$ cat src/rtl/exec_muldiv_seq.sv
// Iterative unsigned multiply/divide sequencer beside the Exec-stage ALU; stalls the pipe while iterating.
// Define MULDIV_DIV_EN to build the restoring divider; otherwise DIVU/REMU report illegal_op.
module exec_muldiv_seq #(
    parameter int XLEN      = 32,
    parameter bit FAST_ZERO = 1'b1
) (
    input  logic            clk,
    input  logic            rst,
    input  logic            start,
    input  logic [1:0]      op,
    input  logic [XLEN-1:0] operand_A,
    input  logic [XLEN-1:0] operand_B,
    input  logic            flush,
    output logic            busy,
    output logic            stall_pipe,
    output logic            done,
    output logic [XLEN-1:0] result,
    output logic            illegal_op
);

    localparam int CW = $clog2(XLEN);

    typedef enum logic [1:0] {S_IDLE, S_CALC, S_DONE} state_t;

    state_t              r_state;
    logic                r_busy;
    logic                r_done;
    logic                r_illegal;
    logic [XLEN-1:0]     r_result;
    logic [XLEN-1:0]     r_operand;
    logic [2*XLEN-1:0]   r_acc;
    logic [CW-1:0]       r_count;
    logic                r_opHigh;
`ifdef MULDIV_DIV_EN
    logic                r_isDiv;
`endif

    logic [XLEN:0]       w_mulSum;
    logic [2*XLEN-1:0]   w_mulNext;
    logic [2*XLEN-1:0]   w_accNext;
    logic [XLEN-1:0]     w_calcResult;
    logic                w_lastIter;
    logic                w_accept;
    logic                w_early;
    logic                w_earlyIllegal;
    logic [XLEN-1:0]     w_earlyResult;

    // Multiply: {hi,lo} accumulator, multiplier starts in lo and is consumed LSB-first.
    assign w_mulSum  = {1'b0, r_acc[2*XLEN-1:XLEN]} + (r_acc[0] ? {1'b0, r_operand} : '0);
    assign w_mulNext = {w_mulSum, r_acc[XLEN-1:1]};

`ifdef MULDIV_DIV_EN
    logic [XLEN:0]       w_divShift;
    logic                w_divGe;
    logic [XLEN-1:0]     w_divRem;
    logic [2*XLEN-1:0]   w_divNext;

    // Divide: {rem,quo} accumulator; the shifted remainder needs XLEN+1 bits for the trial compare.
    assign w_divShift = {r_acc[2*XLEN-1:XLEN], r_acc[XLEN-1]};
    assign w_divGe    = (w_divShift >= {1'b0, r_operand});
    assign w_divRem   = w_divGe ? XLEN'(w_divShift - {1'b0, r_operand}) : w_divShift[XLEN-1:0];
    assign w_divNext  = {w_divRem, r_acc[XLEN-2:0], w_divGe};
    assign w_accNext  = r_isDiv ? w_divNext : w_mulNext;
`else
    assign w_accNext  = w_mulNext;
`endif

    assign w_calcResult = r_opHigh ? w_accNext[2*XLEN-1:XLEN] : w_accNext[XLEN-1:0];
    assign w_lastIter   = (r_count == CW'(XLEN-1));
    assign w_accept     = start && !flush && (r_state == S_IDLE);

    always_comb begin
        w_early        = 1'b0;
        w_earlyIllegal = 1'b0;
        w_earlyResult  = '0;
        if (op[1] == 1'b0) begin
            if (FAST_ZERO && ((operand_A == '0) || (operand_B == '0)))
                w_early = 1'b1;
        end else begin
`ifdef MULDIV_DIV_EN
            if (operand_B == '0) begin
                w_early       = 1'b1;
                w_earlyResult = op[0] ? operand_A : '1;
            end
`else
            w_early        = 1'b1;
            w_earlyIllegal = 1'b1;
`endif
        end
    end

    always_ff @(posedge clk or posedge rst) begin
        if (rst) begin
            r_state   <= S_IDLE;
            r_busy    <= 1'b0;
            r_done    <= 1'b0;
            r_illegal <= 1'b0;
            r_result  <= '0;
            r_operand <= '0;
            r_acc     <= '0;
            r_count   <= '0;
            r_opHigh  <= 1'b0;
`ifdef MULDIV_DIV_EN
            r_isDiv   <= 1'b0;
`endif
        end else begin
            case (r_state)
                S_IDLE: begin
                    r_done    <= 1'b0;
                    r_illegal <= 1'b0;
                    if (w_accept) begin
                        if (w_early) begin
                            r_state   <= S_DONE;
                            r_done    <= 1'b1;
                            r_illegal <= w_earlyIllegal;
                            r_result  <= w_earlyResult;
                        end else begin
                            r_state   <= S_CALC;
                            r_busy    <= 1'b1;
                            r_count   <= '0;
                            r_opHigh  <= op[0];
`ifdef MULDIV_DIV_EN
                            r_isDiv   <= op[1];
`endif
                            r_acc     <= op[1] ? {{XLEN{1'b0}}, operand_A} : {{XLEN{1'b0}}, operand_B};
                            r_operand <= op[1] ? operand_B : operand_A;
                        end
                    end
                end
                S_CALC: begin
                    // A flush drops the op silently; the previous result stays visible.
                    if (flush) begin
                        r_state <= S_IDLE;
                        r_busy  <= 1'b0;
                    end else begin
                        r_acc   <= w_accNext;
                        r_count <= r_count + 1'b1;
                        if (w_lastIter) begin
                            r_state  <= S_DONE;
                            r_busy   <= 1'b0;
                            r_done   <= 1'b1;
                            r_result <= w_calcResult;
                        end
                    end
                end
                S_DONE: begin
                    r_state   <= S_IDLE;
                    r_done    <= 1'b0;
                    r_illegal <= 1'b0;
                end
                default: begin
                    r_state <= S_IDLE;
                    r_busy  <= 1'b0;
                    r_done  <= 1'b0;
                end
            endcase
        end
    end

    assign busy       = r_busy;
    assign done       = r_done;
    assign result     = r_result;
    assign illegal_op = r_illegal;
    assign stall_pipe = (start && (r_state == S_IDLE)) || (r_state == S_CALC);

endmodule

$ cat config.mk
export PLATFORM = sky130hd
export DESIGN_NAME = exec_muldiv_seq
export DESIGN_NICKNAME = d
export VERILOG_FILES = /design/src/rtl/exec_muldiv_seq.sv
export SDC_FILE = /design/constraint.sdc
export NUM_CORES = 1
export LEC_CHECK = 0
export BUFFER_PORTS_ARGS = -buffer_cell sky130_fd_sc_hd__buf_4
export CAP_MARGIN = 20
export CORE_ASPECT_RATIO = 0.8
export CORE_MARGIN = 3
export CORE_UTILIZATION = 43
export CTS_CLUSTER_SIZE = 16
export DETAILED_ROUTE_END_ITERATION = 12
export PLACE_DENSITY = 0.67
export SYNTH_ARGS = -nofsm -noshare
export SYNTH_HDL_FRONTEND = slang
export SYNTH_SLANG_ARGS = --single-unit
$ cat constraint.sdc
create_clock -name clk -period 8 [get_ports clk]
set_clock_uncertainty 0.2 [all_clocks]
set_input_delay 1.2 -clock clk [delete_from_list [all_inputs] [get_ports clk]]
set_output_delay 1.2 -clock clk [all_outputs]
set_load 0.03 [all_outputs]
==> results.yml <==
route:
  post_drt_wl_per_cell_um: 20.0
  drc: 0
  drtPass1Iterations: 5
  drtIter0Drc: 677
  drt.antenna.violating_nets: 0
  wl_um: 24200
  vias_per_cell: 5.96
  via_count: 7185
floorplan:
  rows: 44
  die_h_um: 131
  start_util: 0.448
  ios: 106
  die_x_um: 162
  coreArea_um2: 18600
  die_area_um2: 21100
setup_path:
  slowest_stage: "o21ai_4"
  max_stage_delay_ns: 0.86
  crit_path_cell_trace: "buf_4 > nor4_1 > nand4_1 > nor2_1 > nor3_1 > and2_1 > o21ai_4 > buf_4 > a22o_1"
  cpMostUsedCell: "buf_4"
  reg2reg_depth: 12
  critPathTopFamily: "simple AND/OR/NAND/NOR gates"
  r2r_slack_ns: 3.93
  r2r_end: "result[17]"
  worstPathMaxFanout: 38
  cp_num_buf_inv: 2
  reg2reg_from: "r_acc[0]"
  arrival_ns: 4.34
  crit_type: "in -> reg"
  critPathRequiredTime_ns: 8.16
  cp_num_cells: 9
  end_kind: "flop"
  startpoint_type: "input pin"
clock_network:
  cts_sinks: 139
  cts_buffer_depth: 2
  cts.repair.resized: 0
  clkLatencyLatePin_ns: 0.43
  cts_buffers: 17
  post_cts_buffers: 0
  cts-root-buf: "clkbuf_16"
  cts_tree: "done"
  clk_pin_slew_ns: 0.06
  cts_max_level: 4
  cts_hold_buf: 0
power_and_ir_drop:
  switching_share: 0.328
  power.total_mw: 2.29
  seqPwrFrac: 0.403
  power.density_nw_per_um2: 232
  vdd_drop_max_v: 0.000119
  p_leak_nw: 4.82
  pwr-share-clk: 0.338
  p_comb_frac: 0.259
  p_int_mw: 1.54
  p_switching_mw: 0.753
placed_design:
  io_buffer_count: 105
  gp_congestion: 0.866
  pre_cts_slack_ns: 3.31
  hpwl_um: 16800
sta:
  period_needed_ns: 4.19
  final-setup-viol-count: 0
  hold_viol: 0
  slew_viol_final: 0
  slew_headroom: 0.241
  rsz0062_at_grt: "false"
  clock.fmax_ghz: 0.239
  worst_pin_slew_ns: 1.13
  fin_setup_tns_ns: 0
  fin_ws_ns: 3.81
  finalCritPeriodShare: 0.523
global_route:
  grt_pass1_wl_um: 39100
  antenna_found_initial: 1
  grt_usage: 0.238
  grt_max_degree: 89
  grt_pass1_vias: 6986
  grt_overflow: 0
yosys:
  syn-cell-area_um2: 8340
  synth_ff_type: "dfrtp_1"
  avgSynthCellArea_um2: 9.65
  yosysUniqueCellTypes: 59
  syn_inst: 865
  ys_async_sr_fraction: 1.00
  synth_warnings: 0
  synth_fp_nets: 970
  synth_seq_cells: 139
  synth_edf_count: 0
  yosysSeqAreaShare: 0.417
worst_hold_path:
  whs_path_depth: 2
  min_to: "r_operand[8]"
  hp-class: "reg -> reg"
  hold_start: "r_operand[8]"
outcome:
  status: "complete, no violations"
layout:
  drive_above_1_share: 0.176
  nNetsFinal: 1046
  layout_commonest_cell: "dfrtp_1"
  final_cell_mix: "dfrtp_1, buf_4, nand2_1, mux2i_1, o21ai_0"
  n_antenna_cell: 0
  area_growth_pct: 18.2
run:
  max-cap-violations: 0
cell families after synthesis:
group,synth area share
mux,0.101
flops,0.417
buf+inv,0.0334
fa+ha+maj,0.0534
xor+xnor,0.0283
compound gates,0.218
simple gates,0.149
flip-flops by register name, indices dropped and copies added, names as in the netlist:
signal      cells
result         32
r_count         5
r_opHigh        1
r_state         2
done            1
busy            1
illegal_op      1
r_operand      32
r_acc          64
through the flow:
stage                     cells  hold slack [ns]  cell area [um2]  utilization
final                      1206            0.276             9860        0.530
after global routing       1206            0.304             9860        0.530
after CTS                  1206            0.279             9860        0.530
after detailed placement   1175            0.265             9300        0.500
after global placement     1175            0.257             9300        0.500
after floorplan             865            0.242             8340            -
synth_stat cells (2+ instances only):
| cell type | instances | share of area |
|---|---|---|
| a211o_1 | 2 | 0.0021 |
| a211oi_2 | 4 | 0.0060 |
| a21boi_1 | 3 | 0.0027 |
| a21o_1 | 21 | 0.019 |
| a21oi_1 | 34 | 0.020 |
| a221o_1 | 35 | 0.042 |
| a221oi_2 | 2 | 0.0036 |
| a22o_1 | 31 | 0.033 |
| a31oi_1 | 5 | 0.0037 |
| and2_1 | 35 | 0.026 |
| and3_1 | 5 | 0.0037 |
| and4_1 | 4 | 0.0042 |
| buf_1 | 4 | 0.0018 |
| buf_2 | 19 | 0.011 |
| clkbuf_1 | 33 | 0.015 |
| dfrtp_1 | 139 | 0.42 |
| ha_1 | 34 | 0.051 |
| inv_1 | 12 | 0.0054 |
| mux2i_1 | 84 | 0.10 |
| nand2_1 | 93 | 0.042 |
| nand2b_1 | 3 | 0.0022 |
| nand3_1 | 11 | 0.0066 |
| nand4_1 | 9 | 0.0067 |
| nor2_1 | 54 | 0.024 |
| nor2b_1 | 4 | 0.0030 |
| nor3_1 | 4 | 0.0024 |
| nor3b_1 | 6 | 0.0054 |
| nor4_1 | 17 | 0.013 |
| o2111ai_2 | 2 | 0.0036 |
| o211ai_1 | 4 | 0.0036 |
| o21a_1 | 5 | 0.0045 |
| o21ai_0 | 81 | 0.049 |
| o21ai_1 | 12 | 0.0072 |
| o21ai_2 | 2 | 0.0021 |
| o21bai_1 | 2 | 0.0018 |
| or2_2 | 2 | 0.0015 |
| xnor2_1 | 18 | 0.019 |
| xor2_1 | 9 | 0.0094 |
layer usage:
layer  GRT usage  wire [um]  share of wire
met4      0.0642        371          0.015
met2       0.323       9600           0.40
met3      0.0646       1990          0.082
met5           0          0              0
met1       0.369      12200           0.50
area by class of cell:
cell class	count	area (um2)
sequential	139	3480
multi-input combinational	658	4600
timing repair buffer	113	848
clock buffer	19	443
fill	1738	8740
tap	253	317
inverter	12	50.0
clock inverter	12	125
worst reg2reg max path: cells and delay by family, from the launching register on:
family | cells | cell delay, ns
xor+xnor | 1 | 0.27
fa+ha+maj | 2 | 0.62
buf+inv | 1 | 0.07
compound gates | 5 | 1.17
simple gates | 2 | 0.50
flops | 1 | 1.06
mux | 1 | 0.11
power by group through the flow:
stage                     Sequential [mW]  Combinational [mW]  Clock (mW)
after CTS                           0.921               0.592       0.785
after detailed placement            0.932               0.587           0
after global placement              0.931               0.579           0
final                               0.925               0.593       0.775
after floorplan                     0.893               0.442           0
after global routing                0.940               0.662       0.814
worst max path at each step:
stage / end / slack (ns) / start
2_1_floorplan: busy / 2.88 / rst
3_3_place_gp: r_acc[15] / 3.33 / operand_A[0]
3_5_place_dp: r_acc[22] / 3.31 / operand_A[0]
4_1_cts: r_acc[19] / 3.76 / operand_A[0]
5_1_grt: r_acc[22] / 3.52 / operand_A[0]
6_report: r_acc[46] / 3.81 / operand_A[0]
Note: power is estimated with default switching activity, not from simulation.
